File: src/rtl/muldiv_unit_if.sv
// EX-stage <-> RV32M execute unit handshake bundle.
interface muldiv_unit_if #(
    parameter int unsigned XLEN = 32
);
    logic            start;
    logic [2:0]      op;
    logic [XLEN-1:0] rs1_val;
    logic [XLEN-1:0] rs2_val;
    logic            kill;
    logic            busy;
    logic            result_valid;
    logic [XLEN-1:0] result;

    modport master (
        output start, op, rs1_val, rs2_val, kill,
        input  busy, result_valid, result
    );

    modport slave (
        input  start, op, rs1_val, rs2_val, kill,
        output busy, result_valid, result
    );
endinterface

File: src/rtl/muldiv_unit.sv
// Iterative RV32M execute unit: shift-add multiply and restoring divide,
// one bit per cycle, with a single-cycle path for divide-by-zero/overflow.
module muldiv_unit #(
    parameter int unsigned XLEN  = 32,
    parameter int unsigned CNT_W = $clog2(XLEN)
) (
    input logic          clk,
    input logic          rst,
    muldiv_unit_if.slave bus
);

    if (XLEN != 32) begin : g_xlen_check
        $error("muldiv_unit: only XLEN=32 is supported");
    end

    localparam logic [XLEN-1:0] MIN_NEG = {1'b1, {(XLEN-1){1'b0}}};

    typedef enum logic [1:0] {
        IDLE,
        CALC,
        DONE
    } state_t;

    state_t            state;
    logic [CNT_W-1:0]  cnt;
    logic [XLEN-1:0]   acc_hi;    // mul: running upper product; div: remainder
    logic [XLEN-1:0]   acc_lo;    // mul: multiplier/lower product; div: dividend/quotient
    logic [XLEN-1:0]   opb;       // mul: multiplicand; div: divisor (magnitudes)
    logic              is_div;
    logic              sel_hi;    // mul: take high word; div: take remainder
    logic              neg_res;   // sign of the selected result
    logic [XLEN-1:0]   result_q;

    logic              a_signed, b_signed, sign_a, sign_b;
    logic [XLEN-1:0]   abs_a, abs_b;
    logic              in_div, in_hi, in_neg, fast_path;
    logic [XLEN-1:0]   fast_res;
    logic [XLEN:0]     mul_sum, div_shift, div_diff;
    logic [XLEN-1:0]   nxt_hi, nxt_lo, div_pick;
    logic [2*XLEN-1:0] prod_fix;
    logic [XLEN-1:0]   fin_res;

    // Operand decode at accept: signedness, magnitudes, result sign, fast path.
    always_comb begin
        a_signed  = (!bus.op[2] && bus.op[1:0] != 2'b11) || (bus.op[2] && !bus.op[0]);
        b_signed  = (!bus.op[2] && !bus.op[1]) || (bus.op[2] && !bus.op[0]);
        sign_a    = a_signed && bus.rs1_val[XLEN-1];
        sign_b    = b_signed && bus.rs2_val[XLEN-1];
        abs_a     = sign_a ? -bus.rs1_val : bus.rs1_val;
        abs_b     = sign_b ? -bus.rs2_val : bus.rs2_val;
        in_div    = bus.op[2];
        in_hi     = in_div ? bus.op[1] : (bus.op[1:0] != 2'b00);
        in_neg    = (in_div && bus.op[1]) ? sign_a : (sign_a ^ sign_b);
        fast_path = 1'b0;
        fast_res  = '0;
        if (in_div && bus.rs2_val == '0) begin
            fast_path = 1'b1;
            fast_res  = bus.op[1] ? bus.rs1_val : '1;
        end else if (in_div && !bus.op[0] && bus.rs1_val == MIN_NEG && bus.rs2_val == '1) begin
            fast_path = 1'b1;
            fast_res  = bus.op[1] ? '0 : MIN_NEG;
        end
    end

    // One multiply or divide iteration plus the sign-corrected final result.
    always_comb begin
        mul_sum   = {1'b0, acc_hi} + (acc_lo[0] ? {1'b0, opb} : '0);
        div_shift = {acc_hi, acc_lo[XLEN-1]};
        div_diff  = div_shift - {1'b0, opb};
        if (is_div) begin
            nxt_hi = div_diff[XLEN] ? div_shift[XLEN-1:0] : div_diff[XLEN-1:0];
            nxt_lo = {acc_lo[XLEN-2:0], ~div_diff[XLEN]};
        end else begin
            nxt_hi = mul_sum[XLEN:1];
            nxt_lo = {mul_sum[0], acc_lo[XLEN-1:1]};
        end
        // Multiply negates the full 64-bit product so the high word is correct.
        prod_fix = neg_res ? -{nxt_hi, nxt_lo} : {nxt_hi, nxt_lo};
        div_pick = sel_hi ? nxt_hi : nxt_lo;
        if (is_div) begin
            fin_res = neg_res ? -div_pick : div_pick;
        end else begin
            fin_res = sel_hi ? prod_fix[2*XLEN-1:XLEN] : prod_fix[XLEN-1:0];
        end
    end

    // Control FSM and datapath registers.
    always_ff @(posedge clk) begin
        if (rst) begin
            state    <= IDLE;
            cnt      <= '0;
            acc_hi   <= '0;
            acc_lo   <= '0;
            opb      <= '0;
            is_div   <= 1'b0;
            sel_hi   <= 1'b0;
            neg_res  <= 1'b0;
            result_q <= '0;
        end else if (bus.kill) begin
            state <= IDLE;
        end else begin
            case (state)
                IDLE: begin
                    if (bus.start) begin
                        is_div  <= in_div;
                        sel_hi  <= in_hi;
                        neg_res <= in_neg;
                        opb     <= abs_b;
                        if (fast_path) begin
                            result_q <= fast_res;
                            state    <= DONE;
                        end else begin
                            acc_hi <= '0;
                            acc_lo <= abs_a;
                            cnt    <= CNT_W'(XLEN - 1);
                            state  <= CALC;
                        end
                    end
                end
                CALC: begin
                    acc_hi <= nxt_hi;
                    acc_lo <= nxt_lo;
                    cnt    <= cnt - 1'b1;
                    if (cnt == '0) begin
                        result_q <= fin_res;
                        state    <= DONE;
                    end
                end
                DONE:    state <= IDLE;
                default: state <= IDLE;
            endcase
        end
    end

    // busy must rise in the accept cycle itself so the hazard unit stalls at once.
    assign bus.busy         = !rst && !bus.kill &&
                              ((state == IDLE && bus.start) || state == CALC);
    assign bus.result_valid = !rst && !bus.kill && (state == DONE);
    assign bus.result       = result_q;

endmodule

File: src/flat_wrapper.sv
// flat-port wrapper written by rule: the top's interface ports become plain ports
module muldiv_unit_flat 
#(
    parameter int unsigned XLEN  = 32,
    parameter int unsigned CNT_W = $clog2(XLEN)
)
  (clk, rst, bus_start, bus_op, bus_rs1_val, bus_rs2_val, bus_kill, bus_busy, bus_result_valid, bus_result);
  muldiv_unit_if #(.XLEN(XLEN)) bus_i ();
  input logic clk;
  input logic rst;
  input wire logic [$bits(bus_i.start)-1:0] bus_start;
  input wire logic [$bits(bus_i.op)-1:0] bus_op;
  input wire logic [$bits(bus_i.rs1_val)-1:0] bus_rs1_val;
  input wire logic [$bits(bus_i.rs2_val)-1:0] bus_rs2_val;
  input wire logic [$bits(bus_i.kill)-1:0] bus_kill;
  output wire logic [$bits(bus_i.busy)-1:0] bus_busy;
  output wire logic [$bits(bus_i.result_valid)-1:0] bus_result_valid;
  output wire logic [$bits(bus_i.result)-1:0] bus_result;
  assign bus_i.start = bus_start;
  assign bus_i.op = bus_op;
  assign bus_i.rs1_val = bus_rs1_val;
  assign bus_i.rs2_val = bus_rs2_val;
  assign bus_i.kill = bus_kill;
  assign bus_busy = bus_i.busy;
  assign bus_result_valid = bus_i.result_valid;
  assign bus_result = bus_i.result;
  muldiv_unit #(.XLEN(XLEN), .CNT_W(CNT_W)) u_core (.clk(clk), .rst(rst), .bus(bus_i));
endmodule
File: config.mk
export PLATFORM = sky130hd
export DESIGN_NAME = muldiv_unit_flat
export DESIGN_NICKNAME = d
export VERILOG_FILES = /design/src/rtl/muldiv_unit_if.sv /design/src/rtl/muldiv_unit.sv /design/src/flat_wrapper.sv
export SDC_FILE = /design/constraint.sdc
export NUM_CORES = 1
export LEC_CHECK = 0
export ABC_AREA = 1
export BUFFER_PORTS_ARGS = -buffer_cell sky130_fd_sc_hd__buf_2
export CAP_MARGIN = 15
export CORE_MARGIN = 4
export CORE_UTILIZATION = 35
export DETAILED_ROUTE_END_ITERATION = 16
export HOLD_SLACK_MARGIN = 0.15
export SYNTH_ARGS = -nofsm -noshare
export SYNTH_HDL_FRONTEND = slang
export SYNTH_SLANG_ARGS = --single-unit
File: constraint.sdc
create_clock -name clk -period 5.1 [get_ports clk]
set_input_delay 0.255 -clock clk [delete_from_list [all_inputs] [get_ports clk]]
set_output_delay 0.255 -clock clk [all_outputs]
set_load 0.05 [all_outputs]
Word-level counts from Yosys, hierarchy flattened
Cells that the tools add are included.

cells by class
  add/sub/neg operators = 7
  equal/unequal tests = 9
  multiplexer cells = 36
  bitwise gates (word level) = 3
  reduce and logical (&&, ||, !) cells = 31

operator list
  operator              count
  $mux 32               21
  $pmux 32 s2           3
  $neg 32->32           3
  $eq 32x32->1 const B  2
  $mux 64               1
  $neg 64->64           1
  $add 32x33->33        1
  $sub 33x32->33        1
  $logic_not 32->1      1
  $logic_and 1x1->1     13
  $mux 5                2
  $pmux 5 s2            1
  $mux 2                3
  $ne 2x2->1 const B    3
  $logic_not 1->1       5
  $logic_not 5->1       1
  $reduce_and 5->1      1
  $sub 5x1->5 const B   1
  $mux 1                4
  $ne 2x1->1 const B    2
  $pmux 2 s2            1
  $reduce_and 4->1      1
  $reduce_bool 2->1     2
  $logic_or 1x1->1      3
  8 further kinds       9

storage, ports and cells
  flip-flop bits (word level) = 138
  output and inout bits = 34

Longest topological paths before layout
Gate-level depths: netlist of run 1.

  word-level depth = 9
  mapped depth = 41

Least setup slack after synthesis of run 1
Ideal clock, no wire load.

  path type = register to register
  from = register u_core.acc_lo[31]
  to = register u_core.result_q[6], in the netlist u_core.bus.result[6]
  arrival = 4,097 ps
  required time = 4,978 ps
  path slack = 881 ps
  cell stages (with the launch flop) = 37
  path buffers = 1
  cell sequence = dfxtp_1 > inv_1 > ha_1 > fa_1 > inv_1 > nand2_1 > nand2_1 > nand3_1 > nand2_1 > nand2_1 > nand2_2 > nand2_4 > nand3_4 > nand2_4 > buf_8 > nand2_4 > nand2_2 > clkinv_2 > ha_1 > inv_1 > nor3_1 > nand2_1 > nor2_2 > nand2_2 > nor2_4 > nand3_1 > nor2_2 > nand3_1 > nor2_2 > nand2_1 > nand2_1 > o21ai_0 > or2_2 > nand3_1 > o21ai_0 > o211ai_1 > a21oi_1

between the ends
  longest elaborated chain between the ends = 9
  elaborated cells on any way between the ends = 14

ends and longest elaborated chain
  item                                           RTL line                              source
  from (decl)                                    muldiv_unit.sv:27                     logic [XLEN-1:0] acc_lo;
  from (signal assigned)                         muldiv_unit.sv:114                    acc_lo <= abs_a;
  from (signal assigned)                         muldiv_unit.sv:122                    acc_lo <= nxt_lo;
  $sub 33x32->33                                 muldiv_unit.sv:69                     div_diff = div_shift - {1'b0, opb};
  $mux 32 / $not 1->1 (equally long branches)    muldiv_unit.sv:71, muldiv_unit.sv:72
  $mux 32                                        muldiv_unit.sv:70                     if (is_div) begin
  $neg 64->64 / $mux 32 (equally long branches)  muldiv_unit.sv:78, muldiv_unit.sv:79
  $mux 64 / $neg 32->32 (equally long branches)  muldiv_unit.sv:78, muldiv_unit.sv:81
  $mux 32, on equally long branches              muldiv_unit.sv:83, muldiv_unit.sv:81
  $mux 32 (*)                                    muldiv_unit.sv:80                     if (is_div) begin
  $mux 32 (*)                                    muldiv_unit.sv:124                    if (cnt == '0) begin
  $pmux 32 s2 (*)                                muldiv_unit.sv:102                    case (state)
  to (signal assigned)                           muldiv_unit.sv:110                    result_q <= fast_res;
  to (signal assigned)                           muldiv_unit.sv:125                    result_q <= fin_res;
  to (decl)                                      muldiv_unit.sv:32                     logic [XLEN-1:0] result_q;

Mark *: on every way between the ends. The rest lies on a longest branch, timed or not. The select of a mux whose other input is x is not followed.
A chain may end at the register's enable or synchronous reset.

Worst setup path in the final report of run 1
  from = register u_core.acc_lo[31]
  to = register u_core.result_q[12], in the netlist u_core.bus.result[12]

The elaborated chain is that of the path after synthesis.

==> results of run 1 <==
[final timing paths]
kind              slack (ns)                                from                                  to  cells after the start
setup / recovery        0.37      u_core.acc_lo[31]$_SDFFE_PP0P_  u_core.bus.result[12]$_SDFFE_PP0P_                     38
setup reg to reg        0.37      u_core.acc_lo[31]$_SDFFE_PP0P_  u_core.bus.result[12]$_SDFFE_PP0P_                     38
hold reg to reg         0.46  u_core.bus.result[13]$_SDFFE_PP0P_  u_core.bus.result[13]$_SDFFE_PP0P_                      2
hold / removal          0.19                      bus_rs2_val[6]          u_core.opb[6]$_SDFFE_PP0P_                      5
[sequential cells by signal (all words and copies together), names as in the netlist]
| name | count |
|---|---|
| u_core.cnt | 5 |
| u_core.state | 2 |
| u_core.sel_hi | 1 |
| u_core.opb | 32 |
| u_core.acc_hi | 32 |
| u_core.neg_res | 1 |
| u_core.bus.result | 32 |
| u_core.is_div | 1 |
| u_core.acc_lo | 32 |
[layer usage]
layer,global-route usage [%],up-vias,routed length (um)
met5,0,-,0
met4,13.1,0,3820
met3,5.25,157,6580
met2,40.9,1010,31300
met1,37.7,9664,32800
li1,-,10489,-
[where the power goes]
| group | switching (mW) | leakage, nW | internal (mW) | total, mW |
|---|---|---|---|---|
| registers | 0.0513 | 1.13 | 1.13 | 1.18 |
| logic | 1.22 | 8.28 | 0.496 | 1.72 |
| clock network | 0.583 | 0.264 | 0.636 | 1.22 |
[kinds of logic after synthesis]
kind of cell	synth area share [%]
compound gates	19.1
flops	16.0
xor+xnor	3.44
buf+inv	13.0
fa+ha+maj	5.37
simple gates	43.0
[repair_timing]
action	CTS	global route
hold buffers	7	0
setup endpoints to repair	0	16
gates resized for setup	0	13
setup buffers	0	10
endpoints found under the hold margin	7	0
[critical path: cells and delay by family, from the launching register on]
kind                       cells  cell delay [ns]
adders and majority gates      3             0.74
and+or+nand+nor               29             3.11
AOI/OAI and AO/OA              2             0.16
buffers and inverters          4             0.27
DFF                            1             0.30
[area by class of cell]
cell class	instances	area, um2
inverters	462	1740
fillers	5598	29700
multi-input cells	2473	12300
clock buffers	19	443
repair buffers	164	988
flip-flops and latches	138	2770
well taps	664	831
clock inverters	13	92.6
[stage by stage]
stage,utilization [%],hold WS [ns]
6_report,39.2,0.193
5_1_grt,39.2,0.214
4_1_cts,39.0,0.174
3_5_place_dp,37.7,0.456
3_3_place_gp,37.7,0.450
2_1_floorplan,-,0.409
[placed cells by master, fill, tap and decap left out, drive strengths merged, types with 5 or more instances in the layout]
master / count
or2: 13
dlygate4sd3: 7
o31ai: 6
a31oi: 14
nand4: 41
inv: 461
nand3b: 12
o21bai: 9
clkinv: 12
nor4: 16
nor2: 322
o211ai: 18
dfxtp: 138
o21ai: 243
o21a: 5
nand2: 981
nor3: 50
clkbuf: 20
ha: 71
xor2: 49
xnor2: 19
a21oi: 264
buf: 156
o221ai: 14
nand3: 289
==> impl_metrics.ini, run 1 <==
[synth]
postSynthAreaPerCell_um2 = 5.42
synthTopCellsByArea = nand2_1, dfxtp_1, inv_1
yosys_warnings = 0
synth_area_um2 = 17300
yosys-top-cells-count = nand2_1, inv_1, nor2_1, nand3_1, a21oi_1
synth_most_common_cell = nand2_1
synth_edf_count = 0
syn_inst = 3193
ys_ff_latch = 138
synth_ff_type = dfxtp_1
async_flop_share_pct = 0
synth_top_cell_by_area = nand2_1
synth_cell_types = 61
ys_seq_area_share_pct = 16.0
syn_nets = 3337
synth_top_area_share_pct = 20.3

[grt]
grt_pass1_wl_um = 113000
grt_pass1_vias = 19528
grt_max_degree = 73
grt_overflow = 0
grtUsageTotal_pct = 27.4
antenna_found_initial = 2

[die]
core_um2 = 49000
die_w_um = 230
start_util_pct = 35.3
rows = 81
dieArea_um2 = 53000
pin_count = 105
chipHeight_um = 230

[critical_path]
crit_path_start_kind = flop
cp_common_cell = nand2_1
arrival_ns = 5.05
critical-path-slowest-cell = fa_2
cp_slowest_stage_delay_ns = 0.39
crit_required_ns = 5.42
crit_fanout = 7
path_class = flop to flop
end_kind = flop

[placement]
placed_area_um2 = 18500
dp.cells = 3883
place_hpwl_um = 59800
place_ws_ns = 0.192
place_congestion = 1.02
numPortBuffers = 104

[timing]
post-route-period-util_pct = 92.8
worstMarginPinSlew_ns = 0.969
finalSetupViolCount = 0
fin_ws_ns = 0.366
period_needed_ns = 4.73
setup_tns_ns = 0
final_hold_viol_count = 0
timing.fmax_ghz = 0.211
relSlewSlack_pct = 35.3
slew_viol_final = 0
fin_skew_ns = 0.0196

[layout]
fin_cells = 3933
nets = 3400
area_growth_pct = 11.0
fin_area_um2 = 19200
antenna_cells = 0
drive_gt1_share_pct = 9.97

[clock_network]
numCtsBuffers = 17
cts.clk_slew.worst_paths_ns = 0.06
cts_max_path_buffers = 2
cts_tree = done
clockRootBuffer = clkbuf_16
clock_latency_ns = 0.48
clock_sink_count = 138
htree_num_levels = 4

[min_path]
holdCritPathClass = primary input to flop

[route]
dr_total_vias = 21320
drtIter0Drc = 2591
wl_per_cell_um = 18.9
wl_um = 74500
drc = 0
ant_nets = 0
dr.pass1.iters = 6
viasPerCell = 5.42

[power_and_ir_drop]
leakage_nw = 9.67
ir_drop_mv = 0.264
total_power_mw = 4.12
power_density_nw_per_um2 = 214

[run_status]
status = finished clean

[run]
drv_cap = 0
Note: power is estimated with default switching activity, not from simulation.
==> run 2, diff against run 1 <==
--- a/config.mk
+++ b/config.mk
@@ -5,7 +5,6 @@
 export SDC_FILE = /design/constraint.sdc
 export NUM_CORES = 1
 export LEC_CHECK = 0
-export ABC_AREA = 1
 export BUFFER_PORTS_ARGS = -buffer_cell sky130_fd_sc_hd__buf_2
 export CAP_MARGIN = 15
 export CORE_MARGIN = 4
==> run 2 against run 1 <==
Clock power rose by 4%. Critical path type unchanged. Sequential power barely moved. Register-to-register slack got worse by 0.25 ns. Largest power group unchanged. Non-clock buffer count is 222 higher. Largest cell class unchanged.
==> impl_metrics.ini, run 2 <==
[route]
dr.pass1.iters = 8
wl_um = 78300
wl_per_cell_um = 24.2
ant_nets = 0
drtIter0Drc = 2256
drc = 0
dr_total_vias = 20243
viasPerCell = 6.25

[critical_path]
cp_num_buf_inv = 4
cp_common_cell = buf_4
cp_slowest_stage_delay_ns = 0.50
crit_required_ns = 5.50
path_class = flop to flop
critical-path-slowest-cell = or4b_1
crit_start = u_core.opb[11]$_SDFFE_PP0P_
crit_chain = inv_1 > ha_1 > a21oi_1 > o21a_1 > o221a_2 > a21boi_2 > buf_4 > or3_1 > buf_4 > a311o_1 > or2_1 > a21o_1 > or4b_1 > a32o_1 > a2111oi_1 > buf_4 > a221oi_1 > a211oi_1
end_kind = flop
reg2reg_from = u_core.opb[11]$_SDFFE_PP0P_
arrival_ns = 5.39
cp_top_family = compound AO/OA/AOI/OAI gates
crit_fanout = 12
crit_path_start_kind = flop

[synth]
yosys-top-cells-count = nor2_1, a21oi_1, nand2_1, o21ai_0, dfxtp_1
synth_edf_count = 0
syn_nets = 2524
synth_most_common_cell = nor2_1
ys_seq_area_share_pct = 16.7
async_flop_share_pct = 0
synth_area_um2 = 16600
ys_ff_latch = 138
synth_top_area_share_pct = 16.7
postSynthAreaPerCell_um2 = 6.97
synth_ff_type = dfxtp_1
syn_inst = 2380
synth_top_cell_by_area = dfxtp_1
synth_cell_types = 96
yosys_warnings = 0
synthTopCellsByArea = dfxtp_1, nor2_1, a21oi_1

[power_and_ir_drop]
swShare_pct = 40.3
p_seq_share_pct = 28.7
clock_power_share_pct = 30.4
comb_power_share_pct = 41.0
p_int_mw = 2.51
leakage_nw = 8.09
power_density_nw_per_um2 = 206
power_switching_mw = 1.69
ir_drop_mv = 0.257

[layout]
final_cell_mix = nor2_1, buf_4, a21oi_1
drive_gt1_share_pct = 19.5
fin_cells = 3240
regArea_um2 = 2780
layout_commonest_cell = nor2_1
final_util_pct = 43.6
multi_input_area_um2 = 13200
area_growth_pct = 22.8
fin_area_um2 = 20400
nets = 2763
fill_cells = 4903

[grt]
antenna_found_initial = 4
grt_max_degree = 64
grt_overflow = 0
grtUsageTotal_pct = 29.8
grt_pass1_vias = 19040
grt_pass1_wl_um = 116000

[placement]
place_hpwl_um = 62300
placed_area_um2 = 19300
place_congestion = 0.970
numPortBuffers = 104
dp.cells = 3176

[timing]
period_needed_ns = 4.98
relSlewSlack_pct = 21.2
worstMarginPinSlew_ns = 1.18
slew_viol_final = 0
setup_tns_ns = 0
holdWs_ns = 0.189
final_hold_viol_count = 0
fin_skew_ns = 0.0215
post-route-period-util_pct = 97.7
finalSetupViolCount = 0
timing.fmax_ghz = 0.201

[clock_network]
htree_num_levels = 4
clock_latency_ns = 0.50
clockRootBuffer = clkbuf_16
cts_tree = done
cts.clk_slew.worst_paths_ns = 0.06
cts_max_path_buffers = 2
numCtsBuffers = 17
clock_sink_count = 138

[die]
pin_count = 105
rows = 79
start_util_pct = 35.6
chipHeight_um = 226
dieArea_um2 = 50900
core_um2 = 46700
die_w_um = 226

[run]
drv_cap = 0

[min_path]
min_from = bus_rs2_val[19]
holdCritPathClass = primary input to flop

[run_status]
status = finished clean
[run 2: metrics by stage]
stage | setup slack [ns] | total power [mW]
floorplan | 0.0169 | 2.17
finish | 0.118 | 4.19
global route | -0.0213 | 4.38
detailed placement | -0.154 | 2.84
global placement | -0.0719 | 2.83
CTS | 0.0343 | 4.15
[run 2: final cells by class]
class / instances / share of cell area (%)
flip-flops and latches: 138 / 13.6
well taps: 607 / 3.73
clock buffers: 23 / 2.25
diodes: 2 / 0.0246
repair buffers: 386 / 13.6
clock inverters: 8 / 0.473
multi-input cells: 2002 / 65.0
inverters: 74 / 1.36
[run 2: cells by family after synthesis]
| group | Yosys count | share of synthesized area, % |
|---|---|---|
| xor+xnor | 144 | 7.60 |
| fa+ha+maj | 73 | 5.60 |
| compound gates | 838 | 33.9 |
| flops | 138 | 16.7 |
| buf+inv | 240 | 5.81 |
| mux | 69 | 4.54 |
| simple gates | 878 | 25.9 |
[run 2: power groups by stage]
stage | logic (mW) | clock network (mW) | registers (mW)
2_1_floorplan | 0.954 | 0 | 1.21
3_3_place_gp | 1.61 | 0 | 1.22
3_5_place_dp | 1.61 | 0 | 1.22
4_1_cts | 1.64 | 1.31 | 1.20
5_1_grt | 1.83 | 1.33 | 1.21
6_report | 1.72 | 1.27 | 1.20
[run 2: tightest hold or removal path, delay by kind of cell]
kind / cells / cell delay [ns]
compound gates: 1 / 0.08
xor+xnor: 1 / 0.17
buf+inv: 1 / 0.13
[run 2: worst paths after layout]
| check | end | slack (ns) | cells past startpoint |
|---|---|---|---|
| min reg2reg | u_core.bus.result[12]$_SDFFE_PP0P_ | 0.45 | 2 |
| max reg2reg | u_core.bus.result[13]$_SDFFE_PP0P_ | 0.12 | 18 |
| min | u_core.opb[19]$_SDFFE_PP0P_ | 0.19 | 3 |
| max | u_core.bus.result[13]$_SDFFE_PP0P_ | 0.12 | 18 |
[run 2: what timing repair did]
item                                    in CTS  in global routing
pin swaps                                    0                 15
hold endpoints to repair                    35                  0
endpoints found under the setup margin       4                 21
buffers inserted                             0                  7
gates resized for setup                      3                 54
hold buffers                                24                  0
[run 2: routing by layer]
metal	share of wire (%)	global-route usage [%]	vias to the layer above	wire (um)
li1	-	-	9421	-
met1	43	39.4	9659	33400
met2	45	47.3	956	34900
met3	7.9	5.58	207	6150
met4	4.9	13.2	0	3800
met5	0	0	-	0
